$ cat config.mk
export PLATFORM = sky130hd
export DESIGN_NAME = posit_encoder
export DESIGN_NICKNAME = d
export VERILOG_FILES = /design/src/rtl/posit_pkg.sv /design/src/rtl/posit_round_rne.sv /design/src/rtl/posit_encoder.sv
export SDC_FILE = /design/constraint.sdc
export NUM_CORES = 1
export LEC_CHECK = 0
export ABC_CLOCK_PERIOD_IN_PS = 3680
export CAP_MARGIN = 40
export CORE_ASPECT_RATIO = 0.75
export CORE_MARGIN = 3
export CORE_UTILIZATION = 35
export CTS_BUF_LIST = sky130_fd_sc_hd__clkbuf_8
export DETAILED_ROUTE_END_ITERATION = 6
export GPL_ROUTABILITY_DRIVEN = 0
export PLACE_DENSITY = 0.58
export SLEW_MARGIN = 25
export SYNTH_ARGS = -nofsm -noshare
export SYNTH_HDL_FRONTEND = slang
export SYNTH_SLANG_ARGS = --single-unit
$ cat constraint.sdc
create_clock -name clk_i -period 3.68 [get_ports clk_i]
set_input_delay 0.368 -clock clk_i [delete_from_list [all_inputs] [get_ports clk_i]]
set_output_delay 0.368 -clock clk_i [all_outputs]
set_load 0.01 [all_outputs]
$ cat src/rtl/posit_pkg.sv
// Shared posit definitions: class codes, default geometry and special-value helpers.
package posit_pkg;

  localparam int unsigned P_WIDTH = 8;
  localparam int unsigned P_EXP   = 2;
  localparam int unsigned MAXK    = P_WIDTH - 2;
  localparam int unsigned USEED   = 1 << (1 << P_EXP);

  typedef enum logic [1:0] {
    CLS_ZERO  = 2'b00,
    CLS_VALID = 2'b01,
    CLS_NAR   = 2'b10
  } cls_e;

  // Largest positive posit pattern 0111..1 for a w-bit word.
  function automatic logic [31:0] maxpos(input int unsigned w);
    return (32'd1 << (w - 32'd1)) - 32'd1;
  endfunction

  // Smallest positive posit pattern 000..01.
  function automatic logic [31:0] minpos(input int unsigned w);
    return 32'(w != 0);
  endfunction

endpackage

$ cat src/rtl/posit_round_rne.sv
// Guard/sticky round-to-nearest-even on a posit magnitude, clamped to [minpos, maxpos].
module posit_round_rne
  import posit_pkg::*;
#(
  parameter int unsigned MAG_W = P_WIDTH - 1
) (
  input  logic [MAG_W-1:0] mag_i,
  input  logic             guard_i,
  input  logic             sticky_i,
  output logic [MAG_W-1:0] mag_c_o
);

  localparam logic [MAG_W-1:0] MAG_MAX = MAG_W'(maxpos(MAG_W + 1));
  localparam logic [MAG_W-1:0] MAG_MIN = MAG_W'(minpos(MAG_W + 1));

  logic round_up_c;

  always_comb begin
    round_up_c = guard_i & (mag_i[0] | sticky_i);
    mag_c_o    = mag_i;
    if (round_up_c && (mag_i != MAG_MAX)) mag_c_o = mag_i + MAG_W'(1);
    if (mag_c_o == '0) mag_c_o = MAG_MIN;
  end

endmodule

$ cat src/rtl/posit_encoder.sv
// Two-stage elastic posit encoder: stage 1 builds the regime/exp/fraction string,
// stage 2 rounds RNE, applies saturation, class overrides and sign.
module posit_encoder
  import posit_pkg::*;
#(
  parameter int unsigned WIDTH   = P_WIDTH,
  parameter int unsigned EXP     = P_EXP,
  parameter int unsigned FRAC_W  = 8,
  parameter int unsigned SCALE_W = 8
) (
  input  logic               clk_i,
  input  logic               rstn,
  input  logic               vld_i,
  output logic               rdy_o,
  input  logic [1:0]         cls_i,
  input  logic               sign_i,
  input  logic [SCALE_W-1:0] scale_i,
  input  logic [FRAC_W-1:0]  frac_i,
  input  logic               sticky_i,
  output logic               vld_o,
  input  logic               rdy_i,
  output logic [WIDTH-1:0]   pout
);

  localparam int unsigned MAG_W = WIDTH - 1;
  localparam int unsigned MAX_K = WIDTH - 2;
  localparam int unsigned PAD   = MAX_K;
  localparam int unsigned TW    = 2 + EXP + FRAC_W + PAD;
  localparam int unsigned LO_W  = TW - WIDTH;

  localparam logic signed [SCALE_W-1:0] SAT_HI = SCALE_W'((1 << EXP) * MAX_K);
  localparam logic signed [SCALE_W-1:0] SAT_LO = -SAT_HI;
  localparam logic [MAG_W-1:0] MAG_MAX = MAG_W'(maxpos(WIDTH));
  localparam logic [MAG_W-1:0] MAG_MIN = MAG_W'(minpos(WIDTH));

  logic s1_vld_q, s1_vld_d, s2_vld_q, s2_vld_d;
  logic [1:0] s1_cls_q, s1_cls_d;
  logic s1_sign_q, s1_sign_d, s1_sat_hi_q, s1_sat_hi_d, s1_sat_lo_q, s1_sat_lo_d;
  logic s1_g_q, s1_g_d, s1_s_q, s1_s_d;
  logic [MAG_W-1:0] s1_mag_q, s1_mag_d;
  logic [WIDTH-1:0] pout_q, pout_d;

  logic s1_en_c, s2_en_c;
  logic signed [SCALE_W-1:0] k_c;
  logic [SCALE_W-1:0] sh_c;
  logic signed [TW-1:0] seed_c, str_c;
  logic [MAG_W-1:0] rnd_mag_c, mag_fin_c;
  logic [WIDTH-1:0] enc_c;

  assign s2_en_c = ~s2_vld_q | rdy_i;
  assign s1_en_c = ~s1_vld_q | s2_en_c;
  assign rdy_o   = s1_en_c;
  assign vld_o   = s2_vld_q;
  assign pout    = pout_q;

  // Regime seed "10" (k>=0) or "01" (k<0), arithmetic shift replicates the leading run.
  always_comb begin
    k_c  = $signed(scale_i) >>> EXP;
    sh_c = k_c[SCALE_W-1] ? ~k_c : k_c;
    if (sh_c > SCALE_W'(MAX_K)) sh_c = SCALE_W'(MAX_K);
    seed_c = {~k_c[SCALE_W-1], k_c[SCALE_W-1], scale_i[EXP-1:0], frac_i, {PAD{1'b0}}};
    str_c  = seed_c >>> sh_c;
  end

  posit_round_rne #(.MAG_W(MAG_W)) u_round (
    .mag_i    (s1_mag_q),
    .guard_i  (s1_g_q),
    .sticky_i (s1_s_q),
    .mag_c_o  (rnd_mag_c)
  );

  always_comb begin
    mag_fin_c = s1_sat_hi_q ? MAG_MAX : (s1_sat_lo_q ? MAG_MIN : rnd_mag_c);
    if (s1_cls_q == CLS_ZERO)  enc_c = '0;
    else if (s1_cls_q[1])      enc_c = {1'b1, {MAG_W{1'b0}}};
    else if (s1_sign_q)        enc_c = -{1'b0, mag_fin_c};
    else                       enc_c = {1'b0, mag_fin_c};
  end

  always_comb begin
    s1_vld_d    = s1_vld_q;
    s1_cls_d    = s1_cls_q;
    s1_sign_d   = s1_sign_q;
    s1_sat_hi_d = s1_sat_hi_q;
    s1_sat_lo_d = s1_sat_lo_q;
    s1_mag_d    = s1_mag_q;
    s1_g_d      = s1_g_q;
    s1_s_d      = s1_s_q;
    s2_vld_d    = s2_vld_q;
    pout_d      = pout_q;
    if (s1_en_c) begin
      s1_vld_d = vld_i;
      if (vld_i) begin
        s1_cls_d    = cls_i;
        s1_sign_d   = sign_i;
        s1_sat_hi_d = $signed(scale_i) >= SAT_HI;
        s1_sat_lo_d = $signed(scale_i) < SAT_LO;
        s1_mag_d    = str_c[TW-1 -: MAG_W];
        s1_g_d      = str_c[LO_W];
        s1_s_d      = (|str_c[LO_W-1:0]) | sticky_i;
      end
    end
    if (s2_en_c) begin
      s2_vld_d = s1_vld_q;
      if (s1_vld_q) pout_d = enc_c;
    end
  end

  always_ff @(posedge clk_i or negedge rstn) begin
    if (!rstn) begin
      s1_vld_q    <= 1'b0;
      s1_cls_q    <= 2'b00;
      s1_sign_q   <= 1'b0;
      s1_sat_hi_q <= 1'b0;
      s1_sat_lo_q <= 1'b0;
      s1_mag_q    <= '0;
      s1_g_q      <= 1'b0;
      s1_s_q      <= 1'b0;
      s2_vld_q    <= 1'b0;
      pout_q      <= '0;
    end else begin
      s1_vld_q    <= s1_vld_d;
      s1_cls_q    <= s1_cls_d;
      s1_sign_q   <= s1_sign_d;
      s1_sat_hi_q <= s1_sat_hi_d;
      s1_sat_lo_q <= s1_sat_lo_d;
      s1_mag_q    <= s1_mag_d;
      s1_g_q      <= s1_g_d;
      s1_s_q      <= s1_s_d;
      s2_vld_q    <= s2_vld_d;
      pout_q      <= pout_d;
    end
  end

endmodule

Word-level counts from Yosys, hierarchy flattened
Cells that the tools add are included.
Widths: inputs -> output; s select.

cells by class
  $add $sub $neg = 2
  $lt $le $gt $ge = 3
  eq/ne operators = 1
  shifts and indexed selects = 1
  multiplexer cells = 9
  bitwise operators = 9
  reductions and logical operators = 6

operator list
  kind                 number
  $mux 8               5
  $mux 7               4
  $sshr 18x8->18       1
  $reduce_or 10->1     1
  $ge 8x6->1 const B   1
  $gt 8x3->1 const B   1
  $lt 8x6->1 const B   1
  $neg 7->8            1
  $not 6->8            1
  $add 7x1->7 const B  1
  $logic_not 7->1      1
  $ne 7x7->1 const B   1
  $or 1x1->1           4
  $reduce_and 2->1     2
  $not 1->1            3
  $logic_not 2->1      1
  $and 1x1->1          1
  $logic_and 1x1->1    1

storage, ports and cells
  flip-flop bits (word level) = 24
  logic and storage cells = 41

Logic depth before layout (Yosys ltp)
Gate-level depths: netlist of the first run.

  depth in word-level cells = 12
  gate-level depth with buffers = 11

By module
A second synthesis of the first run with hierarchy kept.

second synthesis, totals
  cells, all modules = 212
  area total of the unflattened synthesis = 1853.0 um2

modules (own cells, without submodules)
  module           instances  cells each  area each (um2)  sequential area each (um2)
  posit_encoder    1          182         1612.8           600.6
  posit_round_rne  1          30          240.2            0.0

Worst setup path after synthesis of the first run
Ideal clock, no wire load.

  kind = register to register
  start point = register s1_mag_q[0]
  end point = register pout_q[4], in the netlist pout[4]
  setup time = 0.129 ns
  data arrival time = 2.290 ns
  data required time = 3.551 ns
  path slack = 1.261 ns
  cell stages (with the launch flop) = 12
  buffers on the path = 0
  cells stage by stage = dfrtp_1 > ha_1 > nand2_1 > a2111oi_0 > nor3_1 > o31ai_2 > inv_1 > ha_1 > o31ai_1 > o21ai_0 > xnor2_1 > o21ai_0

on the way
  longest elaborated chain between the ends = 12
  elaborated cells on any way between the ends = 14

RTL lines
  what                                                                 RTL line               source
  from (decl)                                                          posit_encoder.sv:40    logic [MAG_W-1:0] s1_mag_q, s1_mag_d;
  from (signal assigned)                                               posit_encoder.sv:127   s1_mag_q <= s1_mag_d;
  parallel branches: the longest is 3 deep, another holds $add 7x1->7  -
  $mux 7 *                                                             posit_round_rne.sv:21  if (round_up_c && (mag_i != MAG_MAX)) mag_c_o = mag_i + MAG_W'(1);
  $logic_not 7->1                                                      posit_round_rne.sv:22  if (mag_c_o == '0) mag_c_o = MAG_MIN;
  $mux 7 *                                                             posit_round_rne.sv:22
  $mux 7 * (2 in series)                                               posit_encoder.sv:73    mag_fin_c = s1_sat_hi_q ? MAG_MAX : (s1_sat_lo_q ? MAG_MIN : rnd_mag_c);
  $neg 7->8                                                            posit_encoder.sv:76    else if (s1_sign_q) enc_c = -{1'b0, mag_fin_c};
  $mux 8 *                                                             posit_encoder.sv:76
  $mux 8 *                                                             posit_encoder.sv:75    else if (s1_cls_q[1]) enc_c = {1'b1, {MAG_W{1'b0}}};
  $mux 8 *                                                             posit_encoder.sv:74    if (s1_cls_q == CLS_ZERO) enc_c = '0;
  to (signal assigned)                                                 posit_encoder.sv:131   pout_q <= pout_d;
  to (decl)                                                            posit_encoder.sv:41    logic [WIDTH-1:0] pout_q, pout_d;

Mark *: on every way between the ends.
A chain may end at the register's enable or synchronous reset.

Final worst setup path of the first run
Same ends and word-level chain as after synthesis.

==> summary.md, run 1 <==
| Metric | Value |
|---|---|
| Status | `finished, final reports clean` |
| Sequential power share | `0.431` |
| DR DRC count | `0` |
| Nets | `306` |
| Setup WS pre-CTS | `909 ps` |
| First-pass GRT wire length | `8370 um` |
| Total leakage power | `0.950 nW` |
| CTS Buf Count | `3` |
| Pwr dens | `343 mW/mm2` |
| Worst-Skew Late Latency | `270 ps` |
| Total track usage | `0.150` |
| Max_slew headroom | `0.472` |
| Worst r2r dst | `pout[4]` |
| RSZ-0062 raised after global routing | `false` |
| CP max stage delay | `480 ps` |
| Crit path cell chain | `ha_1 > nand2_1 > a2111oi_0 > nor3_1 > o31ai_2 > inv_1 > ha_1 > o31ai_1 > o21ai_0 > xnor2_1 > o21ai_0` |
| Yosys reg bits | `24` |
| Detailed placement HPWL | `3820 um` |
| Number of port buffers | `33` |
| Crit-path slowest cell | `dfrtp_1` |
| Final slew viol count | `0` |
| Tmin final | `2790 ps` |
| Async set-or-reset flop fraction in the synthesized netlist | `1.00` |
| Largest net degree at the start of global routing | `25` |
| Initial antenna violation count | `0` |
| Final worst slack | `892 ps` |
| Register area share after synthesis | `0.296` |
| Sw Share | `0.370` |
| Crit Path Category | `register to register` |
| Cell area after synthesis | `0.00203 mm2` |
| Critical path launch point type | `register` |
| Clock tree from TritonCTS | `done` |
| Syn-to-layout area delta | `18.5%` |
| FF-to-FF setup slack | `890 ps` |
| Post-DR vias/cell | `5.49` |
| Average wire per standard cell | `13.7 um` |
| Ys flop type | `dfrtp_1` |
| CP startpoint | `s1_mag_q[0]` |
| Clock transition at the registers of the reported paths | `90 ps` |
| Post-synth EDFFs | `0` |
| Root Driver | `clkbuf_8` |
| Syn_nets | `282` |
| CTS max path bufs | `2` |
| Syn Area/Cell | `8.03 um2` |
| Die height | `72.0 um` |
| Max Clk Rate | `359 MHz` |
| 1st-iter DRT viols | `116` |
| Final Skew | `3.03 ps` |
| CP Max Fanout | `9` |
| Setup bufs post-CTS | `0` |
| Die width | `94.0 um` |
| Row count | `23` |
| Peak supply drop | `175 uV` |
| Register area | `601 um2` |
| Net switching power | `306 uW` |
| Slew @ Worst Pin | `790 ps` |
| DR pass1 iterations | `4` |
| Critical path endpoint | `pout[4]` |
| Share of cells above drive strength 1 | `0.0509` |
| Power share of the combinational group | `0.377` |
| Core box area | `0.00547 mm2` |
| Multi-input gate area | `0.00127 mm2` |
| Ant. Diodes | `0` |
| Worst path arrival time | `2940 ps` |
| Fill cells | `576` |
| Starting Density | `0.371` |
| Synthesis Warnings | `0` |
| # IOs | `34` |
| WP data required | `3830 ps` |
| DRT antenna net count | `0` |
| Clk pwr share | `0.193` |
| Final period util | `0.758` |
| Hold_buf cts | `0` |
| Syn Inst Count | `253` |
| Netlist cell types | `55` |
| Vias post-DR | `1922` |
| Finish-stage setup viols | `0` |
| Overflow after GRT | `0` |
| Worst-case reg-to-reg path depth | `11` |
| Post-route setup TNS | `0 ps` |
| Clock sink total | `24` |
| Most frequent cells in the layout | `nand2_1, clkdlybuf4s50_1, dfrtp_1` |
| Max-Cap Viols | `0` |
| P_int | `521 uW` |
| RR Startpoint | `s1_mag_q[0]` |
| Number of global-route vias before repair | `1688` |
| DRT Wirelength | `4810 um` |
| Kind of end point of the critical path | `register` |
| Final core utilization | `0.440` |
| DIE AREA | `0.00676 mm2` |
| Final Power | `827 uW` |
| Gates resized, CTS repair | `0` |
| Commonest non-fill, non-tap cell in the layout | `nand2_1` |
| CTS H-tree depth | `1` |
| Hold crit path type | `primary input to asynchronous set/reset pin` |
| Hold Vio Cnt, Final | `0` |
cells by family (layout without fill, tap and decap cells):
family	count (synthesis)	in the layout	synth area share
AND/OR/NAND/NOR	98	98	0.241
buffers and inverters	30	52	0.0770
XOR/XNOR	4	4	0.0173
AO/OA/AOI/OAI	80	80	0.275
flip-flops	24	24	0.296
adder cells (fa/ha/maj)	5	5	0.0308
multiplexers	12	12	0.0628
sequential cells by signal (all words and copies together), names as in the netlist:
| register | flops |
|---|---|
| pout | 8 |
| s1_sat_lo_q | 1 |
| s1_mag_q | 7 |
| s1_sat_hi_q | 1 |
| s1_s_q | 1 |
| s1_g_q | 1 |
| s1_vld_q | 1 |
| s1_cls_q | 2 |
| s1_sign_q | 1 |
| vld_o | 1 |
critical path: cells and delay by family, from the launching register on:
kind	cells	cell delay (ps)
AOI/OAI and AO/OA	5	1160
adders and majority gates	2	500
DFF	1	480
and+or+nand+nor	2	250
xor gates and xnor gates	1	170
buffers and inverters	1	110
cells in the mapped netlist (4+ instances only):
| library cell | instances | area [um2] |
|---|---|---|
| o21a_1 | 4 | 30.0 |
| nor3_1 | 7 | 35.0 |
| a21oi_1 | 14 | 70.1 |
| nand4_1 | 4 | 25.0 |
| clkbuf_1 | 7 | 26.3 |
| ha_1 | 5 | 62.6 |
| nor2_1 | 12 | 45.0 |
| buf_6 | 4 | 45.0 |
| nand2_1 | 39 | 146 |
| o2111ai_1 | 4 | 35.0 |
| xnor2_1 | 4 | 35.0 |
| nand3_1 | 9 | 45.0 |
| and2_1 | 4 | 25.0 |
| dfrtp_1 | 24 | 601 |
| o211ai_1 | 4 | 30.0 |
| inv_1 | 14 | 52.6 |
| o21ai_0 | 22 | 110 |
| mux2i_1 | 9 | 90.1 |
per-layer routing:
metal  share of wire  up-vias  GRT usage
li1                -      980          -
met1            0.54      887      0.253
met2            0.40       51      0.201
met3           0.052        4     0.0249
met4          0.0067        0     0.0192
met5               0        -          0
final cells by class:
cell class,instances,share of cell area
well taps,75,0.0390
clock buffers,3,0.0172
flip-flops and latches,24,0.249
repair buffers,35,0.143
inverters,14,0.0218
multi-input cells,199,0.529
worst min path at each step:
stage | slack (ps) | start | depth (start not counted) | to
finish | 450 | rstn | 2 | pout[4]
global route | 490 | rstn | 2 | pout[4]
CTS | 470 | rstn | 2 | pout[5]
detailed placement | 470 | pout[0] | 2 | pout[0]
global placement | 470 | pout[5] | 2 | pout[5]
floorplan | 70 | rstn | 0 | pout[0]
power groups by stage:
stage | Combinational (mW) | Sequential [mW] | Clock, mW
after floorplan | 0.222 | 0.342 | 0
after global placement | 0.312 | 0.360 | 0
after detailed placement | 0.311 | 0.361 | 0
after CTS | 0.312 | 0.356 | 0.158
after global routing | 0.351 | 0.366 | 0.171
final | 0.311 | 0.356 | 0.159
stage by stage:
| step | hold slack [ps] | instances | instance area [um2] |
|---|---|---|---|
| detailed placement | 473 | 347 | 2370 |
| global route | 493 | 350 | 2410 |
| finish | 448 | 350 | 2410 |
| floorplan | 72.4 | 253 | 2030 |
| global placement | 471 | 347 | 2370 |
| CTS | 468 | 350 | 2410 |
No activity file was read; power rests on OpenSTA's default activity.
==> inputs of run 2 (changes only) <==
Settings changed: ABC_CLOCK_PERIOD_IN_PS 3680 to 2600.
Clock period 3.68 ns to 2.6 ns, I/O delays scaled along.
==> summary.md, run 2 (synthesized netlist as in run 1, its figures left out) <==
| Metric | Value |
|---|---|
| Final core utilization | `0.476` |
| CP Max Fanout | `4` |
| CP startpoint | `s1_mag_q[1]` |
| Max_slew headroom | `0.583` |
| Setup WS pre-CTS | `118 ps` |
| Critical path launch point type | `register` |
| Root Driver | `clkbuf_8` |
| Largest net degree at the start of global routing | `25` |
| Post-Place Cells | `364` |
| Final period util | `0.939` |
| DR DRC count | `0` |
| Commonest non-fill, non-tap cell in the layout | `nand2_1` |
| Finish-stage setup viols | `0` |
| Detailed placement HPWL | `3950 um` |
| Clock transition at the registers of the reported paths | `90 ps` |
| Pwr dens | `487 mW/mm2` |
| Crit Path Category | `register to register` |
| Ant. Diodes | `0` |
| RR Startpoint | `s1_mag_q[1]` |
| Peak supply drop | `217 uV` |
| # IOs | `34` |
| Worst path arrival time | `2600 ps` |
| Average wire per standard cell | `13.9 um` |
| Final worst slack | `159 ps` |
| Initial antenna violation count | `0` |
| Nets | `325` |
| Number of flip-flops in the largest register | `8` |
| Crit-path slowest cell | `dfrtp_1` |
| First-pass GRT wire length | `8760 um` |
| 1st-iter DRT viols | `101` |
| DRT antenna net count | `0` |
| Overflow after GRT | `0` |
| Starting Density | `0.371` |
| Hold crit path type | `primary input to asynchronous set/reset pin` |
| Slew @ Worst Pin | `618 ps` |
| Number of port buffers | `33` |
| DRT Wirelength | `5130 um` |
| Total track usage | `0.159` |
| Cell mode on critical path | `o31ai_2` |
| Vias post-DR | `2003` |
| Final Non-Filler Cells | `370` |
| Status | `finished, final reports clean` |
| Hold Vio Cnt, Final | `0` |
| Die width | `94.0 um` |
| CTS Buf Count | `3` |
| Tmin final | `2440 ps` |
| Crit path cell chain | `ha_1 > nand2_1 > buf_4 > nor3_1 > o311ai_1 > o31ai_2 > inv_1 > ha_2 > o31ai_2 > o41ai_2 > xnor2_1 > o21ai_1` |
| Fin Hold WS | `345 ps` |
| Fill cells | `531` |
| CTS H-tree depth | `1` |
| Total leakage power | `1.05 nW` |
| Final slew viol count | `0` |
| Syn-to-layout area delta | `28.2%` |
| Final Skew | `6.35 ps` |
| Share of cells above drive strength 1 | `0.142` |
| Most frequent cells in the layout | `nand2_1, clkdlybuf4s50_1, dfrtp_1` |
| Max Clk Rate | `410 MHz` |
| CTS max path bufs | `2` |
| Number of global-route vias before repair | `1874` |
| Final instance area | `0.00260 mm2` |
| Max-Cap Viols | `0` |
| Worst-Skew Late Latency | `270 ps` |
| DR pass1 iterations | `4` |
| Post-route setup TNS | `0 ps` |
| Clock tree from TritonCTS | `done` |
| Post-DR vias/cell | `5.41` |
| Row count | `23` |
| Final Power | `1.27 mW` |
| WP data required | `2760 ps` |
| Core box area | `0.00547 mm2` |
| Die height | `72.0 um` |
| Clock sink total | `24` |
| CP max stage delay | `420 ps` |
| DIE AREA | `0.00676 mm2` |
| Dpl cell area | `0.00249 mm2` |
| Kind of end point of the critical path | `register` |
run 2: worst paths after layout:
check	to	slack, ps	depth (start not counted)
hold / removal	pout[6]	350	2
hold reg to reg	pout[7]	480	2
setup / recovery	pout[6]	160	12
min in group clk_i	pout[7]	480	2
setup reg to reg	pout[6]	160	12
max in group asynchronous	s1_mag_q[4]	2000	2
run 2: final cells by class:
type / count / area [um2] / area share
well taps: 75 / 93.8 / 0.0361
repair buffers: 54 / 488 / 0.187
flip-flops and latches: 24 / 602 / 0.231
multi-input cells: 199 / 1310 / 0.504
inverters: 14 / 52.6 / 0.0202
clock buffers: 4 / 55.1 / 0.0212
run 2: metal layers:
layer  vias to the layer above  track usage  part of all wire
li1                       1018            -                 -
met1                       922        0.248              0.52
met2                        57        0.231              0.42
met3                         6       0.0269             0.052
met4                         0       0.0304             0.011
met5                         -            0                 0
run 2: worst max-delay path, delay by kind of cell (launching register included):
kind                     cells  cell delay (ps)
buffers and inverters        2              200
adder cells (fa/ha/maj)      2              410
XOR/XNOR                     1              150
AO/OA/AOI/OAI                5              990
flip-flops                   1              420
AND/OR/NAND/NOR              2              150
run 2: repair_timing:
item,CTS,global route
resized for setup,0,13
endpoints found under the setup margin,0,3
buffers inserted,0,2
hold buffers,0,0
run 2: power by group:
group	total, mW	switching, mW	internal [mW]
clock	0.257	0.121	0.135
sequential	0.494	0.0644	0.430
combinational	0.515	0.268	0.247
total	1.27	0.454	0.812
==> inputs of run 3 (changes only) <==
Settings changed: CTS_CLUSTER_DIAMETER set to 50.
==> results of run 3 <==
Final layout, timing and power as in run 2 (identical DEF).
